<file path="config.mk">
export PLATFORM = sky130hd
export DESIGN_NAME = lcd_timing_gen
export DESIGN_NICKNAME = d
export VERILOG_FILES = /design/src/rtl/lcd_timing_gen_pkg.sv /design/src/rtl/lcd_timing_gen_pattern.sv /design/src/rtl/lcd_timing_gen.sv
export SDC_FILE = /design/constraint.sdc
export NUM_CORES = 1
export LEC_CHECK = 0
export CORE_MARGIN = 8
export CORE_UTILIZATION = 53
export CTS_CLUSTER_SIZE = 14
export DETAILED_ROUTE_END_ITERATION = 7
export PLACE_DENSITY = 0.83
export SYNTH_ARGS = -nofsm -noshare
export SYNTH_HDL_FRONTEND = slang
export SYNTH_SLANG_ARGS = --single-unit
export TNS_END_PERCENT = 20
</file>
<file path="constraint.sdc">
create_clock -name PixelClk -period 4.65 [get_ports PixelClk]
set_input_delay 1.395 -clock PixelClk [delete_from_list [all_inputs] [get_ports PixelClk]]
set_output_delay 1.395 -clock PixelClk [all_outputs]
set_load 0.02 [all_outputs]
</file>
<file path="src/rtl/lcd_timing_gen_pkg.sv">
// lcd_timing_gen_pkg: shared types and constants for the LCD timing generator.
// Holds the run/stop FSM encoding, the colour-bar palette used when the
// TEST_PATTERN_EN build macro is defined, and a period-total helper.
package lcd_timing_gen_pkg;

    typedef enum logic [1:0] {
        ST_IDLE      = 2'd0,
        ST_RUN       = 2'd1,
        ST_STOP_PEND = 2'd2
    } lcd_state_e;

    // Bar colour as {red_on, green_on, blue_on}; expanded to full field width later.
    typedef logic [2:0] bar_rgb_t;

    localparam bar_rgb_t BAR_WHITE   = 3'b111;
    localparam bar_rgb_t BAR_YELLOW  = 3'b110;
    localparam bar_rgb_t BAR_CYAN    = 3'b011;
    localparam bar_rgb_t BAR_GREEN   = 3'b010;
    localparam bar_rgb_t BAR_MAGENTA = 3'b101;
    localparam bar_rgb_t BAR_RED     = 3'b100;
    localparam bar_rgb_t BAR_BLUE    = 3'b001;
    localparam bar_rgb_t BAR_BLACK   = 3'b000;

    localparam int NUM_BARS = 8;

    // Total period of one line or one frame (sync + back porch + active + front porch).
    function automatic int period_total(input int sync_len, input int bp_len,
                                        input int act_len, input int fp_len);
        return sync_len + bp_len + act_len + fp_len;
    endfunction

    // Bar order left to right: W, Y, C, G, M, R, B, K.
    function automatic bar_rgb_t bar_colour(input logic [2:0] idx);
        bar_rgb_t c;
        case (idx)
            3'd0:    c = BAR_WHITE;
            3'd1:    c = BAR_YELLOW;
            3'd2:    c = BAR_CYAN;
            3'd3:    c = BAR_GREEN;
            3'd4:    c = BAR_MAGENTA;
            3'd5:    c = BAR_RED;
            3'd6:    c = BAR_BLUE;
            default: c = BAR_BLACK;
        endcase
        return c;
    endfunction

endpackage

</file>
<file path="src/rtl/lcd_timing_gen_pattern.sv">
// lcd_pattern_gen: eight vertical colour bars across the active width.
// Bars are H_ACTIVE/8 pixels wide; the last bar absorbs any remainder.
module lcd_pattern_gen
    import lcd_timing_gen_pkg::*;
#(
    parameter int H_ACTIVE = 480,
    parameter int R_W      = 5,
    parameter int G_W      = 6,
    parameter int B_W      = 5
) (
    input  logic [15:0]              x,
    output logic [R_W+G_W+B_W-1:0]   colour
);

    localparam int          BAR_PX   = (H_ACTIVE / NUM_BARS > 0) ? H_ACTIVE / NUM_BARS : 1;
    localparam logic [15:0] BAR_PX_L = 16'(BAR_PX);

    logic [15:0] bar_q;
    logic [2:0]  bar_idx;
    bar_rgb_t    bar_on;

    // Map column to bar index (clamped to the last bar) and expand to field widths.
    always_comb begin
        bar_q   = x / BAR_PX_L;
        bar_idx = (bar_q > 16'd7) ? 3'd7 : bar_q[2:0];
        bar_on  = bar_colour(bar_idx);
        colour  = {{R_W{bar_on[2]}}, {G_W{bar_on[1]}}, {B_W{bar_on[0]}}};
    end

endmodule

</file>
<file path="src/rtl/lcd_timing_gen.sv">
// lcd_timing_gen: RGB-parallel LCD timing generator.
// Counters, run/stop FSM and registered panel pins; pixels are requested one
// cycle ahead of DE. Build macro TEST_PATTERN_EN adds tp_sel and a colour-bar source.
module lcd_timing_gen
    import lcd_timing_gen_pkg::*;
#(
    parameter int   H_SYNC   = 10,
    parameter int   H_BP     = 40,
    parameter int   H_ACTIVE = 480,
    parameter int   H_FP     = 8,
    parameter int   V_SYNC   = 11,
    parameter int   V_BP     = 1,
    parameter int   V_ACTIVE = 272,
    parameter int   V_FP     = 8,
    parameter logic HS_POL   = 1'b0,
    parameter logic VS_POL   = 1'b0,
    parameter logic DE_POL   = 1'b1,
    parameter int   R_W      = 5,
    parameter int   G_W      = 6,
    parameter int   B_W      = 5,
    parameter logic [R_W+G_W+B_W-1:0] UNDERFLOW_RGB = '0
) (
    input  logic                     PixelClk,
    input  logic                     RST,
    input  logic                     en,
    input  logic [R_W+G_W+B_W-1:0]   pix_data,
    input  logic                     pix_valid,
`ifdef TEST_PATTERN_EN
    input  logic                     tp_sel,
`endif
    output logic                     pix_req,
    output logic [15:0]              pix_x,
    output logic [15:0]              pix_y,
    output logic                     frame_start,
    input  logic                     underflow_clr,
    output logic                     underflow,
    output logic                     running,
    output logic                     LCD_DE,
    output logic                     LCD_HSYNC,
    output logic                     LCD_VSYNC,
    output logic [R_W-1:0]           LCD_R,
    output logic [G_W-1:0]           LCD_G,
    output logic [B_W-1:0]           LCD_B
);

    localparam int PIX_W = R_W + G_W + B_W;
    localparam int H_TOT = period_total(H_SYNC, H_BP, H_ACTIVE, H_FP);
    localparam int V_TOT = period_total(V_SYNC, V_BP, V_ACTIVE, V_FP);

    localparam logic [15:0] H_SYNC_END = 16'(H_SYNC);
    localparam logic [15:0] H_ACT_BEG  = 16'(H_SYNC + H_BP);
    localparam logic [15:0] H_ACT_END  = 16'(H_SYNC + H_BP + H_ACTIVE);
    localparam logic [15:0] H_LAST     = 16'(H_TOT - 1);
    localparam logic [15:0] V_SYNC_END = 16'(V_SYNC);
    localparam logic [15:0] V_ACT_BEG  = 16'(V_SYNC + V_BP);
    localparam logic [15:0] V_ACT_END  = 16'(V_SYNC + V_BP + V_ACTIVE);
    localparam logic [15:0] V_LAST     = 16'(V_TOT - 1);

    lcd_state_e       state_q, state_d;
    logic [15:0]      h_cnt_q, h_cnt_d;
    logic [15:0]      v_cnt_q, v_cnt_d;
    logic             de_q, de_d;
    logic             hs_q, hs_d;
    logic             vs_q, vs_d;
    logic [PIX_W-1:0] rgb_q, rgb_d;
    logic             underflow_q, underflow_d;

    logic             run_w;
    logic             active_w;
    logic             last_px_w;
    logic [PIX_W-1:0] src_data;
    logic             src_ok;

    // Decode position: active window, last pixel of frame, frame start, request coordinates.
    always_comb begin
        run_w       = (state_q != ST_IDLE);
        active_w    = run_w
                      && (h_cnt_q >= H_ACT_BEG) && (h_cnt_q < H_ACT_END)
                      && (v_cnt_q >= V_ACT_BEG) && (v_cnt_q < V_ACT_END);
        last_px_w   = (h_cnt_q == H_LAST) && (v_cnt_q == V_LAST);
        frame_start = run_w && (h_cnt_q == '0) && (v_cnt_q == '0);
        running     = run_w;
        pix_x       = '0;
        pix_y       = '0;
        if (active_w) begin
            pix_x = h_cnt_q - H_ACT_BEG;
            pix_y = v_cnt_q - V_ACT_BEG;
        end
    end

`ifdef TEST_PATTERN_EN
    logic             tp_q, tp_d;
    logic [PIX_W-1:0] bar_rgb;

    lcd_pattern_gen #(
        .H_ACTIVE (H_ACTIVE),
        .R_W      (R_W),
        .G_W      (G_W),
        .B_W      (B_W)
    ) u_pattern (
        .x      (pix_x),
        .colour (bar_rgb)
    );

    // Pixel source select; tp_sel is latched only at frame_start so no frame is mixed.
    always_comb begin
        tp_d     = frame_start ? tp_sel : tp_q;
        pix_req  = active_w & ~tp_q;
        src_data = tp_q ? bar_rgb : pix_data;
        src_ok   = tp_q | pix_valid;
    end

    // Pattern select register.
    always_ff @(posedge PixelClk) begin
        if (RST) tp_q <= 1'b0;
        else     tp_q <= tp_d;
    end
`else
    // Pixel source is always the upstream pix_data stream.
    always_comb begin
        pix_req  = active_w;
        src_data = pix_data;
        src_ok   = pix_valid;
    end
`endif

    // Run/stop FSM: a stop request only takes effect once the current frame ends.
    always_comb begin
        state_d = state_q;
        unique case (state_q)
            ST_IDLE:      if (en) state_d = ST_RUN;
            ST_RUN:       if (!en) state_d = ST_STOP_PEND;
            ST_STOP_PEND: begin
                if (en)             state_d = ST_RUN;
                else if (last_px_w) state_d = ST_IDLE;
            end
            default:      state_d = ST_IDLE;
        endcase
    end

    // Horizontal/vertical counters; held at zero while idle.
    always_comb begin
        h_cnt_d = '0;
        v_cnt_d = '0;
        if (run_w) begin
            if (h_cnt_q == H_LAST) begin
                h_cnt_d = '0;
                v_cnt_d = (v_cnt_q == V_LAST) ? '0 : v_cnt_q + 16'd1;
            end else begin
                h_cnt_d = h_cnt_q + 16'd1;
                v_cnt_d = v_cnt_q;
            end
        end
    end

    // Next pin values for the request cycle, plus sticky underflow (set beats clear).
    always_comb begin
        de_d = active_w ? DE_POL : ~DE_POL;
        hs_d = (run_w && (h_cnt_q < H_SYNC_END)) ? HS_POL : ~HS_POL;
        vs_d = (run_w && (v_cnt_q < V_SYNC_END)) ? VS_POL : ~VS_POL;
        rgb_d = '0;
        if (active_w) rgb_d = src_ok ? src_data : UNDERFLOW_RGB;
        underflow_d = (underflow_q & ~underflow_clr) | (pix_req & ~pix_valid);
    end

    // State, counters and pin registers.
    always_ff @(posedge PixelClk) begin
        if (RST) begin
            state_q     <= ST_IDLE;
            h_cnt_q     <= '0;
            v_cnt_q     <= '0;
            de_q        <= ~DE_POL;
            hs_q        <= ~HS_POL;
            vs_q        <= ~VS_POL;
            rgb_q       <= '0;
            underflow_q <= 1'b0;
        end else begin
            state_q     <= state_d;
            h_cnt_q     <= h_cnt_d;
            v_cnt_q     <= v_cnt_d;
            de_q        <= de_d;
            hs_q        <= hs_d;
            vs_q        <= vs_d;
            rgb_q       <= rgb_d;
            underflow_q <= underflow_d;
        end
    end

    assign underflow = underflow_q;
    assign LCD_DE    = de_q;
    assign LCD_HSYNC = hs_q;
    assign LCD_VSYNC = vs_q;
    assign LCD_R     = rgb_q[PIX_W-1 -: R_W];
    assign LCD_G     = rgb_q[B_W +: G_W];
    assign LCD_B     = rgb_q[B_W-1:0];

endmodule
</file>
## Word-level counts from Yosys, hierarchy flattened

Index checks and enable logic that the tools add are counted.

- Register bits after elaboration: 54
- Bits of input ports: 21
- Output and inout bits: 55
- Word-level logic and storage cells: 60

- $add $sub $neg: 4
- $lt $le $gt $ge: 6
- Equal/unequal tests: 7
- Muxes and demuxes: 11
- Bitwise logic cells: 7
- Reductions and logical operators: 17

Operators by type and width:

| kind | number |
|---|---|
| $mux 16 | 3 |
| $add 16x1->16 const B | 2 |
| $logic_not 16->1 | 2 |
| $lt 16x4->1 const B | 2 |
| $eq 16x10->1 const B | 1 |
| $eq 16x9->1 const B | 1 |
| $ge 16x4->1 const B | 1 |
| $ge 16x6->1 const B | 1 |
| $lt 16x10->1 const B | 1 |
| $lt 16x9->1 const B | 1 |
| $sub 16x4->16 const B | 1 |
| $sub 16x6->16 const B | 1 |
| $logic_and 1x1->1 | 9 |
| $mux 2 | 4 |
| $pmux 2 s3 | 1 |
| $reduce_or 3->1 | 2 |
| $ne 2x2->1 const B | 2 |
| $not 1->1 | 4 |
| $mux 1 | 3 |
| $ne 3x3->1 const B | 1 |
| $reduce_and 3->1 | 1 |
| $and 1x1->1 | 2 |
| $eq 2x1->1 const B | 1 |
| $eq 2x2->1 const B | 1 |
| 4 further kinds | 4 |

## Logic depth before layout (Yosys ltp)

- Depth after elaboration: 7
- Mapped depth: 9
- Depth with buffers taken out: 6

## Worst setup path before layout

OpenSTA, ideal clock, no wires.

- Kind: register -> output
- Start: reg h_cnt_q[6]
- End: out frame_start
- Data arrival time: 2.368 ns
- Data required time: 3.255 ns
- Slack: 0.887 ns
- Stages on the path, launching flop included: 6
- Path buffers: 1
- Path through: dfxtp_1 > clkbuf_1 > or4_1 > or3_1 > or3_1 > nor4_1

- Word-level cells in the longest chain between the ends: 3

RTL lines:

| item | line | text |
|---|---|---|
| start, declared | lcd_timing_gen.sv:60 | `logic [15:0] h_cnt_q, h_cnt_d;` |
| start signal, assigned | lcd_timing_gen.sv:179 | `h_cnt_q <= h_cnt_d;` |
| $logic_not 16->1 | lcd_timing_gen.sv:81 | `frame_start = run_w && (h_cnt_q == '0) && (v_cnt_q == '0);` |
| $logic_and 1x1->1 (2 in a row) | lcd_timing_gen.sv:81 |  |
| end, declared | lcd_timing_gen.sv:34 | `output logic frame_start,` |

Every way passes these cells.

## Worst setup path after layout

- Start: reg v_cnt_q[3]
- End: out pix_y[11]

- Word-level cells in the longest chain between the ends: 4
- Elaborated cells on any way between the ends: 6
- Classes of those cells: add/sub: 1; order compare: 2; mux: 1; reduce/logical: 2

RTL lines:

| item | line | text |
|---|---|---|
| start, declared | lcd_timing_gen.sv:61 | `logic [15:0] v_cnt_q, v_cnt_d;` |
| start signal, assigned | lcd_timing_gen.sv:180 | `v_cnt_q <= v_cnt_d;` |
| $ge 16x4->1 | lcd_timing_gen.sv:79 | `&& (v_cnt_q >= V_ACT_BEG) && (v_cnt_q < V_ACT_END);` |
| $logic_and 1x1->1 (2 in a row) | lcd_timing_gen.sv:79 |  |
| $mux 16 (*) | lcd_timing_gen.sv:85 | `if (active_w) begin` |
| end, declared | lcd_timing_gen.sv:33 | `output logic [15:0] pix_y,` |

Mark *: on every way between the ends. The rest lies on a longest branch, timed or not.

==> results.ini <==
[run_status]
status = complete, no violations

[critical_path]
worst-endpoint-arrival_ns = 3.03
cp-start-kind = flop
cp_max_fo = 43
required_ns = 3.25
crit_type = flop to primary output
critPathCaptureType = primary output

[sta]
tightestPinTransition_ns = 1.082
rsz0062_at_grt = false
finalCriticalPeriod_ns = 4.422
setup_viol = 0
finalSetupTns_ns = 0
hold_violations = 0
skew_ns = 0.005080
max_clock_freq_mhz = 226.2
slew_headroom = 0.2771
period_share = 0.9509
drv_slew = 0

[die]
rows = 27
die_area_um2 = 8402
num_io_pins = 76
die_x_um = 91.66
dieHeight_um = 91.66
initial_core_util = 0.5510
core_um2 = 5507

[clocking]
clock_latency_ns = 0.32
cts_inserted_buffers = 5
cts_hold_buf = 0
htreeDepth = 2
clkSlewWorstSetupHoldPaths_ns = 0.10
cts-root-buf = clkbuf_8
cts_tree = yes
clock-sinks = 54
cts_buffer_depth = 2

[detailed_routing]
drtAntennaViolNets = 0
num_vias = 3018
drc = 0
wl_per_cell_um = 16.61
drt_wl_total_mm = 8.470
via_per_inst = 5.918
drt_iter0_markers = 173
firstDrtPassIters = 5

[global_routing]
grt_pass1_wl_mm = 14.31
grtUsageTotal = 0.2046
grt_start_max_net_pins = 44
grt_pass1_vias = 2884
grt-ovfl-total = 0
antenna_found_initial = 0

[logic_synthesis]
yosysSeqAreaShare = 0.3563
synth_cell_type_count = 41
synth_area_per_cell_um2 = 7.943
synth-seq-cells = 54
syn_area_um2 = 3034
yosys_warnings = 0
syn_inst = 382

[finish]
nNetsFinal = 469
post-route-util = 0.7019
drive_above_1_share = 0.06621
area_growth_pct = 27.38
antenna_cells = 0
fill_cells = 449

[min_path]
hold_class = flop to flop

[power_and_ir_drop]
p_leak_uw = 0.001323
vdd_drop_max_mv = 0.1251
p_per_area_nw_per_um2 = 207.8

[placement]
place.gp.congestion = 0.8746
hpwl_mm = 6.242
portBuffers = 72

[flow_run]
max_cap_violations = 0

-- final cells by class --
cell class                      count  area (um2)  share of cell area
Clock buffer                        5       68.82             0.01781
Inverter                           10       37.54            0.009712
Sequential cell                    54        1081              0.2797
Clock inverter                      3       25.02            0.006475
Tap cell                           72       90.09             0.02331
Timing Repair Buffer               81       800.8              0.2072
Multi-Input combinational cell    285        1762              0.4558
-- cell families (layout without fill, tap and decap cells) --
logic type | Yosys count | count (layout) | synth area share
flip-flops | 54 | 54 | 0.3563
buffers and inverters | 45 | 99 | 0.06598
other | 1 | 3 | 0.001236
AND/OR/NAND/NOR | 189 | 189 | 0.3377
AO/OA/AOI/OAI | 54 | 54 | 0.1126
adder cells (fa/ha/maj) | 11 | 11 | 0.04536
XOR/XNOR | 28 | 28 | 0.08083
-- power breakdown --
group,leakage (uW),switching [uW],total [uW],internal [uW]
clock,0.0000447,167,276,109
sequential,0.000436,2.25,467,465
combinational,0.000842,32.8,60.1,27.3
total,0.00132,202,803,601
-- registers in the layout, indices dropped and copies added (netlist names) --
register	flops
v_cnt_q	16
state_q	2
LCD_HSYNC	1
LCD_DE	1
rgb_q	16
underflow	1
LCD_VSYNC	1
h_cnt_q	16
-- synthesized netlist by cell type --
library cell	instances	area share
ha_1	11	0.045
buf_6	2	0.0074
a2111oi_0	2	0.0058
nand2b_1	5	0.010
and2_1	3	0.0062
conb_1	1	0.0012
buf_4	3	0.0074
and4_1	4	0.012
dfxtp_1	54	0.36
or3_1	9	0.019
buf_2	4	0.0066
xnor2_1	13	0.038
inv_1	10	0.012
nand2_1	35	0.043
nand3_1	14	0.023
nand4b_1	1	0.0029
nand4_1	11	0.023
or3b_2	1	0.0029
clkbuf_1	26	0.032
a21oi_1	17	0.028
nand3b_1	2	0.0049
nor4_1	6	0.012
o21ai_0	11	0.018
o31ai_1	11	0.027
a21oi_2	3	0.0087
and4b_1	1	0.0033
or2_2	3	0.0062
or4_1	9	0.022
xor2_1	15	0.043
and3_1	2	0.0041
or4b_1	1	0.0033
a21o_1	1	0.0025
o211ai_1	1	0.0025
or4_4	5	0.019
nor2_1	20	0.025
nor3b_1	1	0.0025
nor3_1	52	0.086
nor2b_1	4	0.0082
a211o_1	2	0.0058
a31oi_1	2	0.0041
a211oi_1	4	0.0099
-- path summary, 6_finish.rpt --
path / from / endpoint / slack (ns) / depth (start not counted)
hold reg to reg: state_q[1] / state_q[0] / 0.49 / 1
setup reg to reg: h_cnt_q[9] / v_cnt_q[11] / 2.15 / 4
setup / recovery: v_cnt_q[3] / pix_y[11] / 0.23 / 7
hold / removal: state_q[1] / state_q[0] / 0.49 / 1
-- timing repair --
item | 4_1_cts | 5_1_grt
endpoints found under the setup margin | 0 | 17
gates resized for setup | 0 | 1
setup buffers | 0 | 0
-- layout by cell type, fill, tap and decap left out, types with 3 or more instances in the layout --
| cell type | netlist | routed |
|---|---|---|
| clkdlybuf4s50_1 | 0 | 72 |
| dfxtp_1 | 54 | 54 |
| nor3_1 | 52 | 52 |
| nand2_1 | 35 | 35 |
| nor2_1 | 20 | 20 |
| a21oi_1 | 17 | 17 |
| xor2_1 | 15 | 15 |
| nand3_1 | 14 | 14 |
| xnor2_1 | 13 | 13 |
| o21ai_0 | 11 | 11 |
| o31ai_1 | 11 | 11 |
| nand4_1 | 11 | 11 |
| ha_1 | 11 | 11 |
| inv_1 | 10 | 10 |
| or4_1 | 9 | 9 |
| or3_1 | 9 | 9 |
| buf_4 | 3 | 8 |
| nor4_1 | 6 | 6 |
| or4_4 | 5 | 5 |
| nand2b_1 | 5 | 5 |
| clkbuf_8 | 0 | 5 |
| a211oi_1 | 4 | 4 |
| nor2b_1 | 4 | 4 |
| and4_1 | 4 | 4 |
| or2_2 | 3 | 3 |
| and2_1 | 3 | 3 |
| a21oi_2 | 3 | 3 |
| conb_1 | 1 | 3 |
-- routing by layer --
metal / vias up / track usage / wire length [um] / share of wire
met2: 133 / 0.3229 / 3791 / 0.45
met4: 0 / 0.06003 / 90 / 0.011
met1: 1414 / 0.2655 / 3794 / 0.45
met5: - / 0 / 0 / 0
li1: 1462 / - / - / -
met3: 9 / 0.05623 / 793 / 0.094
-- per-stage QoR --
stage | instances | setup slack, ns | area (um2) | total power [uW] | hold slack, ns
floorplan | 384 | 0.8870 | 3042 | 508.3 | 0.4294
finish | 510 | 0.2283 | 3865 | 803.0 | 0.4890
CTS | 510 | 0.1401 | 3864 | 810.6 | 0.4890
global route | 510 | 0.01950 | 3865 | 832.8 | 0.5038
global placement | 502 | 0.6925 | 3770 | 536.1 | 0.4437
detailed placement | 502 | 0.6616 | 3770 | 537.4 | 0.4747
-- critical path: stages (launching register included) --
cell and delay (ns):
dfxtp_1 0.49, ha_1 0.31, nor3_1 0.13, a2111oi_1 0.41
o211ai_1 0.24, buf_12 0.24, nor3_1 0.24, clkdlybuf4s50_1 0.65
No activity file was read; power rests on OpenSTA's default activity.
